## config.mk

```make
export PLATFORM = sky130hd
export DESIGN_NAME = net_packet_loader
export DESIGN_NICKNAME = d
export VERILOG_FILES = /design/src/rtl/net_packet_loader.sv
export SDC_FILE = /design/constraint.sdc
export NUM_CORES = 1
export LEC_CHECK = 0
export ABC_AREA = 1
export ABC_CLOCK_PERIOD_IN_PS = 4400
export CAP_MARGIN = 20
export CORE_MARGIN = 2
export CORE_UTILIZATION = 30
export CTS_CLUSTER_DIAMETER = 150
export DETAILED_ROUTE_END_ITERATION = 16
export SLEW_MARGIN = 20
export SYNTH_ARGS = -nofsm -noshare
export SYNTH_HDL_FRONTEND = slang
export SYNTH_SLANG_ARGS = --single-unit
```

## constraint.sdc

```tcl
create_clock -name clk -period 4.4 [get_ports clk]
set_clock_uncertainty 0.1 [all_clocks]
set_input_delay 0.44 -clock clk [delete_from_list [all_inputs] [get_ports clk]]
set_output_delay 0.44 -clock clk [all_outputs]
set_load 0.05 [all_outputs]
```

## src/rtl/net_packet_loader.sv

```systemverilog
// net_packet_loader: boot sequencer that streams a program image into the
// core as registered network packets: instructions, register file, PC,
// barrier mask, then NULL forever.
// Packet layout (55 bits): [54:45] ID, [44:42] net_op, [41:10] net_data,
// [9:0] net_add. net_op: NULL=0, INSTR=1, REG=2, PC=3, BAR=4.
// Optional feature: define LOADER_CHECKSUM_EN to add checksum_o, the running
// 32-bit sum of net_data over every emitted INSTR/REG packet.
module net_packet_loader #(
  parameter logic [9:0]  core_id_p     = 10'b0000000001,
  parameter int unsigned instr_count_p = 1024,
  parameter int unsigned reg_count_p   = 64,
  parameter logic [31:0] start_pc_p    = 32'h5,
  parameter logic [31:0] bar_mask_p    = 32'h2,
  parameter logic [9:0]  bar_add_p     = 10'd24
) (
  input  logic        clk,
  input  logic        reset,
  input  logic        start_i,
  input  logic        hold_i,
  output logic [9:0]  instr_addr_o,
  input  logic [15:0] instr_data_i,
  output logic [5:0]  reg_addr_o,
  input  logic [39:0] reg_data_i,
  output logic [54:0] net_packet_flat_o,
  output logic        busy_o,
  output logic        done_o
`ifdef LOADER_CHECKSUM_EN
  ,
  output logic [31:0] checksum_o
`endif
);

  localparam logic [2:0] OP_NULL  = 3'd0;
  localparam logic [2:0] OP_INSTR = 3'd1;
  localparam logic [2:0] OP_REG   = 3'd2;
  localparam logic [2:0] OP_PC    = 3'd3;
  localparam logic [2:0] OP_BAR   = 3'd4;

  localparam logic [2:0] S_IDLE  = 3'd0;
  localparam logic [2:0] S_INSTR = 3'd1;
  localparam logic [2:0] S_REG   = 3'd2;
  localparam logic [2:0] S_PC    = 3'd3;
  localparam logic [2:0] S_BAR   = 3'd4;
  localparam logic [2:0] S_DONE  = 3'd5;

  localparam logic [9:0]  INSTR_LAST = 10'(instr_count_p - 1);
  localparam logic [9:0]  REG_LAST   = 10'(reg_count_p - 1);
  localparam logic [54:0] NULL_PKT   = {core_id_p, OP_NULL, 32'h0, 10'h0};

  logic [2:0]  state_q, state_d;
  logic [9:0]  idx_q, idx_d;
  logic        pipe_vld_q, pipe_vld_d;
  logic        pipe_reg_q, pipe_reg_d;
  logic [9:0]  pipe_idx_q, pipe_idx_d;
  logic [54:0] pkt_q, pkt_d;
  logic [31:0] sum_q, sum_d;

  logic [54:0] instr_pkt, reg_pkt, piped_pkt;
  logic        emit_data;
  logic        unused_reg_bits;

  assign unused_reg_bits = ^reg_data_i[39:38];

  // While held, re-present the piped entry's address so the synchronous ROM
  // keeps returning the word that is still waiting to be emitted.
  assign instr_addr_o = (hold_i && pipe_vld_q && !pipe_reg_q) ? pipe_idx_q : idx_q;
  assign reg_addr_o   = (hold_i && pipe_vld_q &&  pipe_reg_q) ? pipe_idx_q[5:0] : idx_q[5:0];

  assign instr_pkt = {core_id_p, OP_INSTR, {16'h0, instr_data_i}, pipe_idx_q};
  assign reg_pkt   = {core_id_p, OP_REG, reg_data_i[31:0], {4'h0, reg_data_i[37:32]}};
  assign piped_pkt = pipe_reg_q ? reg_pkt : instr_pkt;

  // Next-state, address pipe and packet selection
  always_comb begin
    state_d    = state_q;
    idx_d      = idx_q;
    pipe_vld_d = pipe_vld_q;
    pipe_reg_d = pipe_reg_q;
    pipe_idx_d = pipe_idx_q;
    pkt_d      = NULL_PKT;
    emit_data  = 1'b0;
    if (state_q == S_IDLE) begin
      if (start_i) begin
        state_d = S_INSTR;
        idx_d   = '0;
      end
    end else if (!hold_i) begin
      case (state_q)
        S_INSTR, S_REG: begin
          if (pipe_vld_q) begin
            pkt_d     = piped_pkt;
            emit_data = 1'b1;
          end
          pipe_vld_d = 1'b1;
          pipe_reg_d = (state_q == S_REG);
          pipe_idx_d = idx_q;
          if (state_q == S_INSTR && idx_q == INSTR_LAST) begin
            state_d = S_REG;
            idx_d   = '0;
          end else if (state_q == S_REG && idx_q == REG_LAST) begin
            state_d = S_PC;
          end else begin
            idx_d = idx_q + 10'd1;
          end
        end
        // The last REG entry drains from the pipe before PC goes out.
        S_PC: begin
          if (pipe_vld_q) begin
            pkt_d      = piped_pkt;
            emit_data  = 1'b1;
            pipe_vld_d = 1'b0;
          end else begin
            pkt_d   = {core_id_p, OP_PC, start_pc_p, 10'h0};
            state_d = S_BAR;
          end
        end
        S_BAR: begin
          pkt_d   = {core_id_p, OP_BAR, bar_mask_p, bar_add_p};
          state_d = S_DONE;
        end
        default: ;
      endcase
    end
    sum_d = emit_data ? sum_q + pkt_d[41:10] : sum_q;
  end

  // State and output register
  always_ff @(posedge clk or posedge reset) begin
    if (reset) begin
      state_q    <= S_IDLE;
      idx_q      <= '0;
      pipe_vld_q <= 1'b0;
      pipe_reg_q <= 1'b0;
      pipe_idx_q <= '0;
      pkt_q      <= NULL_PKT;
      sum_q      <= '0;
    end else begin
      state_q    <= state_d;
      idx_q      <= idx_d;
      pipe_vld_q <= pipe_vld_d;
      pipe_reg_q <= pipe_reg_d;
      pipe_idx_q <= pipe_idx_d;
      pkt_q      <= pkt_d;
      sum_q      <= sum_d;
    end
  end

  assign net_packet_flat_o = pkt_q;
  assign busy_o = (state_q != S_IDLE) && (state_q != S_DONE);
  assign done_o = (state_q == S_DONE);

`ifdef LOADER_CHECKSUM_EN
  assign checksum_o = sum_q;
`else
  logic unused_sum;
  assign unused_sum = ^sum_q;
`endif

endmodule
```

==> flow_metrics.tcl <==
set metrics [dict create \
    drt_wl_total_um 8510 \
    area_growth_pct 44.5 \
    initial_utilization_pct 30.7 \
    critPathCaptureType "output pin" \
    setup_viol 0 \
    path_buf_inv 3 \
    drt_iter0_drc 104 \
    syn_inst 377 \
    cts.clk_slew.worst_paths_ps 70 \
    antenna_found_initial 0 \
    grt_overflow 0 \
    synth-seq-cells 70 \
    finalCritPeriodShare_pct 83.5 \
    wl_met1_um 3490 \
    setup.worst_path.class "reg -> out" \
    finalHoldViolations 0 \
    synth.top_cell.area_share_pct 52.9 \
    dpl.hpwl_um 6310 \
    antenna_cells 0 \
    run_status "completed" \
    final_antenna_net_count 0 \
    maxSlewViolCount 0 \
    clock_latency_ps 340 \
    multiInputGateArea_um2 1290 \
    fin_setup_tns_ps 0 \
    synthAdderAreaFrac_pct 0.378 \
    netlist_top_cells_count "nand2_1, dfrtp_1, nor2_1" \
    ir_worst_vdd_uv 356 \
    p_leak_nw 2.10 \
    vias 2849 \
    synth_area_leaders "dfrtp_1, nand2_1, nor2_1" \
    yosys.area_share.simple_pct 25.1 \
    fmaxAchievable_mhz 272 \
    cts_root_buf "clkbuf_8" \
    gp_congestion 0.791 \
    crit_required_ps 3860 \
    ctsLongestPathBuffers 2 \
    grt_setup_unrepaired "false" \
    finalPower_mw 2.96 \
    synthXorXnorAreaFrac_pct 1.32 \
    drc 0 \
    netlist_area_um2 3310 \
    grt_first_pass_wirelength_um 13700 \
    synth_compound_area_share_pct 10.8 \
    regArea_um2 1750 \
    die_w_um 109 \
    cts-buffers-inserted 9 \
    synthArstFlopShare_pct 100 \
    drive_above_1_share_pct 8.85 \
    dr_wl_met2_um 4220 \
    synth.distinct_cells 38 \
    cts_setup_buffers 0 \
    worstPathMaxFanout 21 \
    min_period_ps 3670 \
    ys_seq_area_share_pct 52.9 \
    dr_wl_met3_um 613 \
    crit_chain "inv_1 -> or2_1 -> inv_2 -> nand2_1 -> o21ai_0 -> clkdlybuf4s50_1" \
    postCtsHoldBufs 0 \
    grt_use_total_pct 14.9 \
    slew-limit-headroom_pct 46.7 \
    n_fill_cell 1075 \
    htreeDepth 3 \
    cts_tree "done" \
    cts_resized 0 \
    synth_top_family_by_area "simple AND/OR/NAND/NOR gates" \
    yosysMostFrequentCell "nand2_1" \
    grt_max_degree 49 \
    cp_slowest_cell "clkdlybuf4s50_1" \
    start_kind "register" \
    postSynthAreaPerCell_um2 8.79 \
    min_path_type "reg -> reg" \
    die_area_um2 11900 \
    r2r_slack_ps 2530 \
    synthMuxAreaShare_pct 0.340 \
    cts.sink_count 70 \
    routedWlPerCell_um 13.4 \
    cap_violations 0 \
    dieHeight_um 109 \
    crit_family "buffers and inverters" \
    yosysWarnings 0 \
    yosysTopAreaCell "dfrtp_1" \
    top_layer "met4" \
    synth-main-ff-cell "dfrtp_1" \
    ioPinCount 133 \
    coreArea_um2 10800 \
    p_per_area_nw_per_um2 619 \
    max_stage_delay_ps 860 \
    portBuffers 120 \
    grt_pass1_vias 2913 \
    worst_slew_pin_slew_ps 799 \
    arrival_ps 3130 \
    rows 38 \
    final_nets 553 \
    firstDrtPassIters 4 \
    synth-edff-count 0 \
    viasPerCell 4.47 \
]
==> worst paths after layout <==
path | start | end | depth (start not counted)
worst max register to register | idx_q[0] | idx_q[6] | 8
min in group asynchronous | reset | net_packet_flat_o[16] | 2
worst min-delay path | pipe_idx_q[9] | pipe_idx_q[9] | 2
worst min register to register | pipe_idx_q[9] | pipe_idx_q[9] | 2
worst max-delay path | pipe_vld_q | instr_addr_o[8] | 6
max in group asynchronous | reset | state_q[0] | 3
==> logic make-up (layout without fill, tap and decap cells) <==
| group | count (synthesis) | count (layout) |
|---|---|---|
| compound gates | 59 | 59 |
| xor+xnor | 5 | 5 |
| fa+ha+maj | 1 | 1 |
| buf+inv | 63 | 175 |
| flops | 70 | 70 |
| mux | 1 | 1 |
| other cells | 2 | 10 |
| simple gates | 176 | 176 |
==> cells in the final DEF (no fill, tap or decap), types with 2 or more instances in the layout <==
cell and n:
clkbuf_8 9, a221oi_1 2, nand2_4 3, nor4_1 2, nand3_1 15, dfrtp_1 70, buf_4 2, inv_1 30
o22ai_1 2, inv_6 4, nand2_1 81, nor2_1 51, o21ai_0 30, inv_2 4, o21ai_1 4, a21oi_1 2
clkinvlp_4 2, clkdlybuf4s50_1 120, a22oi_1 17, nand3_2 2, xor2_1 5, nor3_1 8, nand2_8 3, nor2_2 3
conb_1 10
==> report_power, final <==
part           total, mW  internal [mW]  switching, mW
logic               1.55          0.481           1.07
clock network      0.529          0.268          0.261
registers          0.882          0.779          0.103
total               2.96           1.53           1.43
==> routing by layer <==
metal / vias up / GRT usage [%]
met4: 0 / 5.40
li1: 1415 / -
met1: 1322 / 17.6
met3: 17 / 3.83
met5: - / 0
met2: 95 / 25.8
==> tightest hold or removal path, delay by kind of cell, from the launching register on <==
kind / cells / cell delay, ps
and+or+nand+nor: 1 / 50
AOI/OAI and AO/OA: 1 / 60
DFF: 1 / 350
==> final cells by class <==
class,count,share of cell area (%)
multi-input cells,252,27.0
repair buffers,122,25.4
inverters,37,3.08
clock inverters,7,1.67
clock buffers,9,2.59
well taps,140,3.66
flip-flops and latches,70,36.6
==> through the flow <==
| step | area [um2] | cells | setup WS [ps] | util (%) | hold slack (ps) |
|---|---|---|---|---|---|
| after global routing | 4790 | 637 | 458 | 44.4 | 444 |
| after CTS | 4790 | 637 | 615 | 44.4 | 395 |
| after floorplan | 3340 | 385 | 1650 | - | 353 |
| after global placement | 4580 | 621 | 911 | 42.5 | 364 |
| final | 4790 | 637 | 728 | 44.4 | 393 |
| after detailed placement | 4580 | 621 | 873 | 42.5 | 377 |
==> flip-flops by register name, summed over array words and instances, names as in the netlist <==
name,count
pipe_reg_q,1
state_q,3
net_packet_flat_o,45
idx_q,10
pipe_vld_q,1
pipe_idx_q,10
(Power assumes the default switching activity.)
